==> config.mk <==
export PLATFORM = sky130hd
export DESIGN_NAME = video_timing_sink
export DESIGN_NICKNAME = d
export VERILOG_FILES = /design/src/rtl/video_timing_sink.sv
export SDC_FILE = /design/constraint.sdc
export NUM_CORES = 1
export LEC_CHECK = 0
export CAP_MARGIN = 20
export CORE_MARGIN = 2
export CORE_UTILIZATION = 50
export DETAILED_ROUTE_END_ITERATION = 8
export GPL_ROUTABILITY_DRIVEN = 0
export HOLD_SLACK_MARGIN = 0.12
export PLACE_DENSITY = 0.77
export SKIP_LAST_GASP = 1
export SYNTH_ARGS = -nofsm -noshare
export SYNTH_HDL_FRONTEND = slang
export SYNTH_SLANG_ARGS = --single-unit
==> constraint.sdc <==
create_clock -name vout_clk -period 10.3 [get_ports vout_clk]
set_input_delay 2.06 -clock vout_clk [delete_from_list [all_inputs] [get_ports vout_clk]]
set_output_delay 2.06 -clock vout_clk [all_outputs]
set_load 0.02 [all_outputs]
==> src/rtl/video_timing_sink.sv <==
// rtl/video_timing_sink.sv - HDMI raster timing generator and pixel sink for the scaled-video stream
module video_timing_sink #(
  parameter int unsigned H_ACTIVE   = 1920,
  parameter int unsigned H_FP       = 88,
  parameter int unsigned H_SYNC     = 44,
  parameter int unsigned H_BP       = 148,
  parameter int unsigned V_ACTIVE   = 1080,
  parameter int unsigned V_FP       = 4,
  parameter int unsigned V_SYNC     = 5,
  parameter int unsigned V_BP       = 36,
  parameter logic        HS_POL     = 1'b1,
  parameter logic        VS_POL     = 1'b1,
  parameter int unsigned FSYNC_LEN  = 16,
  parameter logic [23:0] FILL_COLOR = 24'h000000
) (
  input  logic        vout_clk,
  input  logic        rst,
  input  logic        enable,
  input  logic [23:0] in_dat,
  input  logic        in_valid,
  output logic        in_ready,
  output logic        frame_sync_n,
  output logic        hdmi_hs,
  output logic        hdmi_vs,
  output logic        hdmi_de,
  output logic [23:0] hdmi_rgb,
  output logic [15:0] underflow_cnt,
  output logic [15:0] frame_cnt,
  output logic        in_sync
);

  localparam int unsigned H_TOTAL = H_ACTIVE + H_FP + H_SYNC + H_BP;
  localparam int unsigned V_TOTAL = V_ACTIVE + V_FP + V_SYNC + V_BP;

  localparam logic [11:0] H_LAST   = 12'(H_TOTAL - 1);
  localparam logic [11:0] V_LAST   = 12'(V_TOTAL - 1);
  localparam logic [11:0] H_ACT    = 12'(H_ACTIVE);
  localparam logic [11:0] V_ACT    = 12'(V_ACTIVE);
  localparam logic [11:0] HS_START = 12'(H_ACTIVE + H_FP);
  localparam logic [11:0] HS_END   = 12'(H_ACTIVE + H_FP + H_SYNC);
  localparam logic [11:0] VS_START = 12'(V_ACTIVE + V_FP);
  localparam logic [11:0] VS_END   = 12'(V_ACTIVE + V_FP + V_SYNC);

  // PRIME waits out the partial frame after enable; SKIP rides out a frame that underflowed.
  typedef enum logic [1:0] {IDLE, PRIME, RUN, SKIP} state_t;

  state_t      state_q, state_d;
  logic [11:0] h_q, h_d, v_q, v_d;
  logic        de_q, de_d, hs_q, hs_d, vs_q, vs_d, fs_n_q, fs_n_d;
  logic [23:0] rgb_q, rgb_d;
  logic [15:0] underflow_cnt_q, underflow_cnt_d, frame_cnt_q, frame_cnt_d;

  logic        active, hs_raw, vs_raw, wrap, fs_win, accept, underflow;
  logic [31:0] fs_pos;

  // Decode the current raster position; the frame-sync window is measured
  // linearly from the first blanking line so it may span several lines.
  always_comb begin
    active = (h_q < H_ACT) && (v_q < V_ACT);
    hs_raw = (h_q >= HS_START) && (h_q < HS_END);
    vs_raw = (v_q >= VS_START) && (v_q < VS_END);
    wrap   = (h_q == H_LAST) && (v_q == V_LAST);
    fs_pos = (32'(v_q) - V_ACTIVE) * H_TOTAL + 32'(h_q);
    fs_win = (v_q >= V_ACT) && (fs_pos < FSYNC_LEN);
  end

  assign in_ready  = (state_q == RUN) && active;
  assign accept    = in_ready && in_valid;
  assign underflow = in_ready && !in_valid;
  assign in_sync   = (state_q == RUN);

  // Next state, raster counters and next values of every registered output.
  always_comb begin
    state_d         = state_q;
    h_d             = h_q;
    v_d             = v_q;
    de_d            = 1'b0;
    hs_d            = ~HS_POL;
    vs_d            = ~VS_POL;
    fs_n_d          = 1'b0;
    rgb_d           = 24'h0;
    underflow_cnt_d = 16'h0;
    frame_cnt_d     = 16'h0;

    if (!enable) begin
      state_d = IDLE;
      h_d     = 12'h0;
      v_d     = V_ACT;
    end else begin
      if (h_q == H_LAST) begin
        h_d = 12'h0;
        v_d = (v_q == V_LAST) ? 12'h0 : v_q + 12'd1;
      end else begin
        h_d = h_q + 12'd1;
      end
      case (state_q)
        IDLE:    state_d = PRIME;
        PRIME:   if (wrap) state_d = RUN;
        RUN:     if (underflow) state_d = SKIP;
        SKIP:    if (wrap) state_d = RUN;
        default: state_d = IDLE;
      endcase
    end

    // IDLE drives the reset values, so outputs settle one cycle after entry.
    if (state_q != IDLE) begin
      de_d   = active;
      hs_d   = hs_raw ? HS_POL : ~HS_POL;
      vs_d   = vs_raw ? VS_POL : ~VS_POL;
      fs_n_d = !fs_win;
      if (accept) begin
        rgb_d = in_dat;
      end else if (active) begin
        rgb_d = FILL_COLOR;
      end
      underflow_cnt_d = underflow_cnt_q;
      if (underflow && (underflow_cnt_q != 16'hFFFF)) begin
        underflow_cnt_d = underflow_cnt_q + 16'd1;
      end
      frame_cnt_d = wrap ? frame_cnt_q + 16'd1 : frame_cnt_q;
    end
  end

  // State, counter and output registers; rst overrides enable.
  always_ff @(posedge vout_clk) begin
    if (rst) begin
      state_q         <= IDLE;
      h_q             <= 12'h0;
      v_q             <= V_ACT;
      de_q            <= 1'b0;
      hs_q            <= ~HS_POL;
      vs_q            <= ~VS_POL;
      fs_n_q          <= 1'b0;
      rgb_q           <= 24'h0;
      underflow_cnt_q <= 16'h0;
      frame_cnt_q     <= 16'h0;
    end else begin
      state_q         <= state_d;
      h_q             <= h_d;
      v_q             <= v_d;
      de_q            <= de_d;
      hs_q            <= hs_d;
      vs_q            <= vs_d;
      fs_n_q          <= fs_n_d;
      rgb_q           <= rgb_d;
      underflow_cnt_q <= underflow_cnt_d;
      frame_cnt_q     <= frame_cnt_d;
    end
  end

  assign hdmi_de       = de_q;
  assign hdmi_hs       = hs_q;
  assign hdmi_vs       = vs_q;
  assign frame_sync_n  = fs_n_q;
  assign hdmi_rgb      = rgb_q;
  assign underflow_cnt = underflow_cnt_q;
  assign frame_cnt     = frame_cnt_q;

endmodule

Word-level counts from Yosys, hierarchy flattened

Cells that the tools add are included.

Register bits: 86
Bits in latches: 0
Memory bits (writable): 0
ROM bits: 0
Input port bits: 28
Output and inout bits: 62
Word-level logic and storage cells: 61
Memories: 0

Add/sub/neg operators: 6
Multipliers: 1
Divide/modulo/power cells: 0
Order comparisons: 8
Eq/ne operators: 8
Shift-type cells: 0
Multiplexer cells: 6
Bitwise operators: 3
Reduce and logical (&&, ||, !) cells: 19

Operators by type and width:

| operator                                                                               | count |
|---|---|
| 12-bit by 11-bit greater-or-equal comparator with 1-bit output (second input constant) | 3 |
| 12-bit by 11-bit < comparator with 1-bit output (second input constant)                | 3 |
| 16-bit by 1-bit adder with 16-bit output (second input constant)                       | 2 |
| 32-bit by 12-bit adder with 32-bit output                                              | 1 |
| 32-bit by 5-bit < comparator with 1-bit output (second input constant)                 | 1 |
| 32-bit by 9-bit multiplier with 29-bit output (second input constant)                  | 1 |
| 12-bit by 1-bit adder with 12-bit output (second input constant)                       | 2 |
| 16-bit != test (second input constant)                                                 | 1 |
| 12-bit by 11-bit subtractor with 13-bit output (second input constant)                 | 1 |
| 12-bit by 11-bit equality test with 1-bit output (second input constant)               | 1 |
| 12-bit equality test (second input constant)                                           | 1 |
| 12-bit < comparator (second input constant)                                            | 1 |
| 12-bit 2-to-1 mux                                                                      | 1 |
| 1-bit logical AND                                                                      | 9 |
| 2-bit case mux with 3 select lines                                                     | 1 |
| 2-bit OR reduction                                                                     | 3 |
| 3-bit OR reduction                                                                     | 2 |
| 2-bit equality test (second input constant)                                            | 2 |
| 2-bit 2-to-1 mux                                                                       | 2 |
| 2-bit by 1-bit != test with 1-bit output (second input constant)                       | 2 |
| 1-bit inverter                                                                         | 3 |
| 2-bit by 1-bit equality test with 1-bit output (second input constant)                 | 1 |
| 1-bit zero test                                                                        | 2 |
| 2-bit zero test                                                                        | 1 |
| other kinds (3)                                                                        | 4 |

Logic depth before layout (Yosys ltp)

Gate-level depths: netlist (run 1).

Depth in word-level cells: 6
Depth in mapped cells: 26
Depth with buffers taken out: 24

Least setup slack after synthesis (run 1)

Ideal clock, no wire load.

Path kind: reg-to-reg
Start: register v_q[6]
End: register fs_n_q, in the netlist frame_sync_n
Library setup time: 0.148 ns
Arrival: 5.641 ns
Required time: 10.152 ns
Setup slack: 4.511 ns
Stages on the path, launching flop included: 23
Period minus slack after synthesis: 5.789 ns
Path through: dfxtp_1 > buf_6 > or4_4 > nand2b_1 > a21oi_2 > ha_1 > ha_1 > fa_1 > inv_1 > fa_1 > inv_1 > ha_1 > clkbuf_1 > nand2_1 > a21oi_1 > o21ai_0 > a211oi_1 > nand3_1 > nand4bb_4 > xor2_1 > or4_1 > o21ai_1 > a41oi_1

Word-level cells in the longest chain between the ends: 6

RTL lines:

| element                                        | RTL line | source |
|---|---|---|
| start, declared                                | 48       | `logic [11:0] h_q, h_d, v_q, v_d;` |
| start signal, assigned                         | 140      | `v_q <= v_d;` |
| 12-bit by 11-bit subtractor with 13-bit output | 63       | `fs_pos = (32'(v_q) - V_ACTIVE) * H_TOTAL + 32'(h_q);` |
| 32-bit by 9-bit multiplier with 29-bit output  | 63       |  |
| 32-bit by 12-bit adder with 32-bit output      | 63       |  |
| 32-bit by 5-bit < comparator with 1-bit output | 64       | `fs_win = (v_q >= V_ACT) && (fs_pos < FSYNC_LEN);` |
| 1-bit logical AND *                            | 64       |  |
| 1-bit zero test *                              | 110      | `fs_n_d = !fs_win;` |
| end signal, assigned                           | 144      | `fs_n_q <= fs_n_d;` |
| end, declared                                  | 49       | `logic de_q, de_d, hs_q, hs_d, vs_q, vs_d, fs_n_q, fs_n_d;` |

Mark *: on every way between the ends. The rest lies on a longest branch, timed or not.
A chain may end at the register's enable or synchronous reset.

Worst setup path in the final report (run 1)

Ends and elaborated chain as after synthesis.

==> results of run 1 <==
-- registers in the layout, indices dropped and copies added, names as in the netlist --
signal / count
hdmi_rgb: 24
underflow_cnt: 16
hdmi_de: 1
frame_sync_n: 1
state_q: 2
frame_cnt: 16
hdmi_vs: 1
h_q: 12
v_q: 12
hdmi_hs: 1
-- area by class of cell --
class                           instances  area, µm²
Fill cell                            1107       4810
Multi-Input combinational cell        590       4460
Sequential cell                        86       1720
Timing Repair Buffer                   93        921
Inverter                               75        282
Clock buffer                            9        225
Tap cell                              172        215
Clock inverter                          7       87.6
-- kinds of logic (layout without fill, tap and decap cells) --
kind of cell / count (synthesis) / count (layout) / share of synthesized area
buffers and inverters: 96 / 184 / 0.0577
flip-flops: 86 / 86 / 0.263
AO/OA/AOI/OAI: 114 / 114 / 0.119
AND/OR/NAND/NOR: 285 / 285 / 0.227
XOR/XNOR: 83 / 83 / 0.111
multiplexers: 10 / 10 / 0.0153
adder cells (fa/ha/maj): 98 / 98 / 0.208
-- per-layer routing --
layer | vias to the layer above | global-route usage | share of wire
met3 | 18 | 0.0565 | 0.064
met5 | - | 0 | 0
met2 | 136 | 0.339 | 0.48
met1 | 2531 | 0.255 | 0.44
met4 | 0 | 0.0588 | 0.015
li1 | 2805 | - | -
-- placed cells by master, fill, tap and decap left out, types with 3 or more instances in the layout --
cell / instances
a211o_1: 3
a21o_1: 9
a21oi_1: 35
a31oi_1: 5
and2_1: 33
and3_1: 15
and4_1: 4
buf_4: 4
clkbuf_16: 9
clkdlybuf4s50_1: 89
dfxtp_1: 86
fa_1: 18
ha_1: 80
inv_1: 75
inv_6: 3
mux2i_1: 10
nand2_1: 46
nand2b_1: 10
nand3_1: 33
nand3b_1: 4
nand4_1: 15
nor2_1: 80
nor2b_1: 8
nor3_1: 10
nor3b_1: 3
nor4_1: 5
o211ai_1: 8
o21ai_0: 21
o21ai_1: 3
o311ai_0: 3
or3_1: 4
xnor2_1: 34
xor2_1: 49
-- power by group through the flow --
stage | registers (W) | clock network [W] | logic [W]
2_1_floorplan | 0.000341 | 0 | 0.00000381
3_3_place_gp | 0.000341 | 0 | 0.0000154
3_5_place_dp | 0.000341 | 0 | 0.0000156
4_1_cts | 0.000333 | 0.000350 | 0.0000157
5_1_grt | 0.000333 | 0.000364 | 0.0000169
6_report | 0.000333 | 0.000341 | 0.0000156
-- worst register-to-register path, delay by kind of cell (launching register included) --
family | cells | cell delay, ns
compound gates | 6 | 1.34
buf+inv | 2 | 0.09
xor+xnor | 2 | 0.50
fa+ha+maj | 5 | 2.14
flops | 1 | 0.41
simple gates | 5 | 1.65
-- worst max path at each step --
stage | to | slack (ns) | depth (start not counted)
2_1_floorplan | frame_sync_n$_SDFF_PP0_ | 4.51 | 22
3_3_place_gp | frame_sync_n$_SDFF_PP0_ | 4.31 | 20
3_5_place_dp | frame_sync_n$_SDFF_PP0_ | 4.11 | 20
4_1_cts | frame_sync_n$_SDFF_PP0_ | 4.10 | 20
5_1_grt | frame_sync_n$_SDFF_PP0_ | 3.80 | 21
6_report | frame_sync_n$_SDFF_PP0_ | 4.06 | 20
-- stage by stage --
stage | setup slack (ns) | cells | power [W] | instance area [µm²]
after global placement | 4.31 | 1015 | 0.000356 | 7590
after floorplan | 4.51 | 772 | 0.000345 | 6550
after global routing | 3.80 | 1032 | 0.000714 | 7910
after CTS | 4.10 | 1032 | 0.000699 | 7910
after detailed placement | 4.11 | 1016 | 0.000357 | 7600
final | 4.06 | 1032 | 0.000690 | 7910
==> impl_metrics.ini, run 1 <==
[outcome]
status = finished, final reports clean

[floorplan]
die_area_um2 = 14000
num_rows = 41
core_area_um2 = 12700
die_y_um = 118
io_pins = 90
die_w_um = 118
start_util = 0.515

[min_path]
worstHoldPathCells = 1
hold_start = h_q[0]$_SDFF_PP0_
hold_path.class = reg -> reg
hold_end = h_q[0]$_SDFF_PP0_

[route]
drt_iter0_drc = 394
final_antenna_net_count = 0
drc = 0
firstDrtPassIters = 4
drt-total-wl_mm = 14.3
vias = 5490
wire_per_inst_um = 13.9
vias_per_cell = 5.32

[yosys]
synth_nets = 898
yosysSeqAreaShare = 0.263
avgSynthCellArea_um2 = 8.48
ys_seq_elements = 86
yosysTopAreaCellShare = 0.263
netlist_area_um2 = 6550
synthFlopType = dfxtp_1
ys_types = 65
yosysMostFrequentCell = dfxtp_1
synthTopCellsByArea = dfxtp_1 26%, ha_1 15%, xor2_1 6.6%, fa_1 5.5%, nor2_1 4.6%
ys_warn_count = 0
syn_inst = 772
async_flop_share = 0
synth_edf_count = 0
yosys.area.top_type = dfxtp_1
synthTopCellsByCount = 86 x dfxtp_1, 80 x ha_1, 80 x nor2_1

[layout]
drive_above_1_share = 0.0465
utilization = 0.622
n_antenna_cell = 0
areaGrowthSynthToFinish_pct = 20.8
fin_nets = 981

[critical_path]
cp_max_fo = 13
critPathTopFamily = adder cells
critical_path.cell_chain = or4_4 > nand2b_1 > a21oi_2 > ha_1 > ha_1 > fa_1 > inv_1 > fa_1 > inv_1 > ha_1 > a21oi_1 > o21ai_0 > a31oi_1 > xnor2_1 > nand3b_1 > nand4bb_4 > xor2_1 > or4_1 > o21ai_1 > a41oi_1
max_stage_delay_ns = 0.63
endpoint_kind = register
startpoint_type = register
crit_top_cell = ha_1
path_buf_inv = 2
r2r_cells = 20
timing.rr.start = v_q[6]$_SDFFE_PP0N_
crit_arrival_ns = 6.45
rrSetupSlack_ns = 4.06
criticalPathCategory = reg -> reg
worstReg2RegEnd = frame_sync_n$_SDFF_PP0_
crit_start = v_q[6]$_SDFFE_PP0N_
crit_path_top_delay_cell = a21oi_2
required_ns = 10.52

[cts]
root_buffer = clkbuf_16
htree_levels = 3
clkTransAtPathRegs_ns = 0.08
cts_num_sinks = 86
cts_hold_buf = 0
clock_latency_ns = 0.35
cts_setup_buffers = 0
clk_path_buf_depth = 2
cts_resized = 0
numCtsBuffers = 9
cts_tree = done

[grt]
antenna_found_initial = 1
grt_pass1_wl_mm = 23.7
grt_start_max_net_pins = 37
overflow = 0
grt_use_total = 0.202
first_global_vias = 5122

[sta]
clock_skew_ns = 0.0134
rsz0062_at_grt = no
fmax_mhz = 160
fin_crit_sh = 0.606
finalHoldViolations = 0
setup_tns_ns = 0
setup_violations = 0
finalCriticalPeriod_ns = 6.24
final_max_slew_viol_count = 0
hold-worst-slack_ns = 0.457
slew_headroom = 0.468
worst_pin_slew_ns = 0.788

[pwr]
pwr-share-seq = 0.483
intPower_w = 0.000538
p_switching_w = 0.000153
peakVddDrop_mv = 0.132
power.share.switching = 0.221
p_per_area_nw_per_um2 = 87.3
pwr-share-clk = 0.495
combPwrFrac = 0.023
p_leak_nw = 3.54

[place]
portBuffers = 89
place_hpwl_mm = 11.3

[job]
max_cap_violations = 0
No activity file was read; power rests on OpenSTA's default activity.
==> run 2: changes to the inputs <==
==> constraint.sdc (replaced) <==
create_clock -name vout_clk -period 5.8 [get_ports vout_clk]
set_input_delay 1.16 -clock vout_clk [delete_from_list [all_inputs] [get_ports vout_clk]]
set_output_delay 1.16 -clock vout_clk [all_outputs]
set_load 0.02 [all_outputs]
==> run 2 against run 1 <==
Compared with the run above:
- clock skew is 0.0040 ns lower
- sequential power is 78% higher
- fmax is 12% higher
- non-clock buffer count is 21 higher
- worst setup slack worse by 3.8 ns
- clock power is 78% higher
- final cell count is 2.0% higher
- global-route usage is 0.60 points higher
- wire length is 2.6% higher
- utilization is 2.4 points higher
- first-iteration DRC count is 5.3% higher
- critical endpoint unchanged
==> impl_metrics.ini, run 2 (synthesis results as in run 1) <==
[outcome]
status = finished, final reports clean

[route]
drt-total-wl_mm = 14.7
final_antenna_net_count = 0
vias = 5617
firstDrtPassIters = 5
wire_per_inst_um = 14.0
drc = 0
vias_per_cell = 5.33
drt_iter0_drc = 415

[sta]
finalCriticalPeriod_ns = 5.57
slew_headroom = 0.682
setup_tns_ns = 0
final_max_slew_viol_count = 0
setup_violations = 0
fin_crit_sh = 0.961
worst_pin_slew_ns = 0.472
finalHoldViolations = 0
fmax_mhz = 179
clock_skew_ns = 0.00937

[pwr]
intPower_w = 0.000962
power.share.switching = 0.215
p_switching_w = 0.000263
pwr-share-clk = 0.494
peakVddDrop_mv = 0.277
pwr-share-seq = 0.483
p_per_area_nw_per_um2 = 149
combPwrFrac = 0.022
p_leak_nw = 3.68

[layout]
largest_register_ffs = 24
utilization = 0.646
areaGrowthSynthToFinish_pct = 25.5
fin_nets = 1002
n_antenna_cell = 0
final_common_cell = clkdlybuf4s50_1
drive_above_1_share = 0.0931
final_cell_mix = 89 x clkdlybuf4s50_1, 85 x dfxtp_1, 80 x nor2_1
instances_no_fill = 1053

[critical_path]
cp_max_fo = 7
endpoint_kind = register
criticalPathCategory = reg -> reg
startpoint_type = register
timing.rr.start = v_q[6]$_SDFFE_PP0N_
crit_arrival_ns = 5.79
r2r_cells = 20
required_ns = 6.02
rrSetupSlack_ns = 0.23
worstReg2RegEnd = frame_sync_n$_SDFF_PP0_

[place]
portBuffers = 89
place_hpwl_mm = 11.3
dp_cells = 1035

[min_path]
hold_start = h_q[0]$_SDFF_PP0_
hold_end = h_q[0]$_SDFF_PP0_
worstHoldPathCells = 1
hold_path.class = reg -> reg

[grt]
grt_start_max_net_pins = 37
first_global_vias = 5268
grt_pass1_wl_mm = 24.3
grt_use_total = 0.208
antenna_found_initial = 0
overflow = 0

[floorplan]
num_rows = 41
start_util = 0.515
die_w_um = 118
core_area_um2 = 12700
die_area_um2 = 14000
die_y_um = 118
io_pins = 90

[cts]
htree_levels = 3
cts_num_sinks = 86
clock_latency_ns = 0.35
cts_hold_buf = 0
cts_tree = done
numCtsBuffers = 9
clkTransAtPathRegs_ns = 0.07
clk_path_buf_depth = 2
root_buffer = clkbuf_16

[job]
max_cap_violations = 0
==> run 2: cell count changes in the layout (fill, tap and decap cells not counted), sizes merged <==
| cell | before | now |
|---|---|---|
| inv | 80 | 78 |
| buf | 4 | 25 |
| clkinv | 1 | 2 |
| clkbuf | 9 | 10 |
==> run 2: timing repair <==
| action | CTS | global route |
|---|---|---|
| buffers inserted | 0 | 2 |
| endpoints found under the hold margin | 0 | 0 |
| endpoints found under the setup margin | 0 | 1 |
| gates resized for setup | 0 | 29 |
==> run 2: how the worst max path moves through the flow <==
stage	slack, ns	cells past startpoint	to	start
after floorplan	0.01	22	frame_sync_n$_SDFF_PP0_	v_q[6]$_SDFFE_PP0N_
after global placement	0.14	22	frame_sync_n$_SDFF_PP0_	v_q[4]$_SDFFE_PP1N_
after detailed placement	0.03	22	frame_sync_n$_SDFF_PP0_	v_q[4]$_SDFFE_PP1N_
after CTS	0.02	22	frame_sync_n$_SDFF_PP0_	v_q[4]$_SDFFE_PP1N_
after global routing	-0.02	23	frame_sync_n$_SDFF_PP0_	v_q[4]$_SDFFE_PP1N_
final	0.23	20	frame_sync_n$_SDFF_PP0_	v_q[6]$_SDFFE_PP0N_
==> run 2: routing by layer <==
| layer | part of all wire | global-route usage | vias up |
|---|---|---|---|
| li1 | - | - | 2841 |
| met1 | 0.45 | 0.260 | 2622 |
| met2 | 0.48 | 0.357 | 134 |
| met3 | 0.054 | 0.0608 | 20 |
| met4 | 0.013 | 0.0446 | 0 |
| met5 | 0 | 0 | - |
==> run 2: per-stage QoR <==
stage	power, W	cell area [µm²]	setup slack [ns]	hold slack, ns
after floorplan	0.000612	6550	0.0107	0.418
after global placement	0.000633	7730	0.140	0.431
after detailed placement	0.000633	7740	0.0303	0.442
after CTS	0.00124	8060	0.0214	0.451
after global routing	0.00126	8220	-0.0225	0.476
final	0.00123	8220	0.225	0.443
==> run 2: area by class of cell <==
type                            count  area (µm²)
Tap cell                          172         215
Multi-Input combinational cell    590        4610
Fill cell                        1062        4500
Timing Repair Buffer              114        1080
Inverter                           75         282
Clock inverter                      6        76.3
Sequential cell                    86        1720
Clock buffer                       10         239
==> run 2: critical path: stages (launching register included) <==
cell	delay, ns
dfxtp_1	0.32
or4_4	0.55
nand2b_1	0.22
xor2_2	0.18
ha_1	0.31
ha_1	0.31
fa_1	0.48
inv_1	0.05
fa_1	0.52
inv_1	0.04
ha_1	0.37
a21o_1	0.23
nor2_1	0.16
a21boi_1	0.22
o221a_2	0.23
nand3_1	0.16
nand4bb_4	0.32
xor2_1	0.16
or4_1	0.39
o21ai_1	0.09
a41oi_1	0.12
==> run 2: power groups by stage <==
stage               sequential (W)  combinational, W  clock (W)
floorplan                 0.000605        0.00000677          0
global placement          0.000606         0.0000271          0
detailed placement        0.000606         0.0000276          0
CTS                       0.000592         0.0000277   0.000620
global route              0.000592         0.0000301   0.000642
finish                    0.000592         0.0000276   0.000606
==> run 3: changes to the inputs <==
--- a/config.mk
+++ b/config.mk
@@ -12,7 +12,6 @@
 export GPL_ROUTABILITY_DRIVEN = 0
 export HOLD_SLACK_MARGIN = 0.12
 export PLACE_DENSITY = 0.77
-export SKIP_LAST_GASP = 1
 export SYNTH_ARGS = -nofsm -noshare
 export SYNTH_HDL_FRONTEND = slang
 export SYNTH_SLANG_ARGS = --single-unit
==> results of run 3 <==
No change in the layout: final DEF, timing and power equal those of run 2.
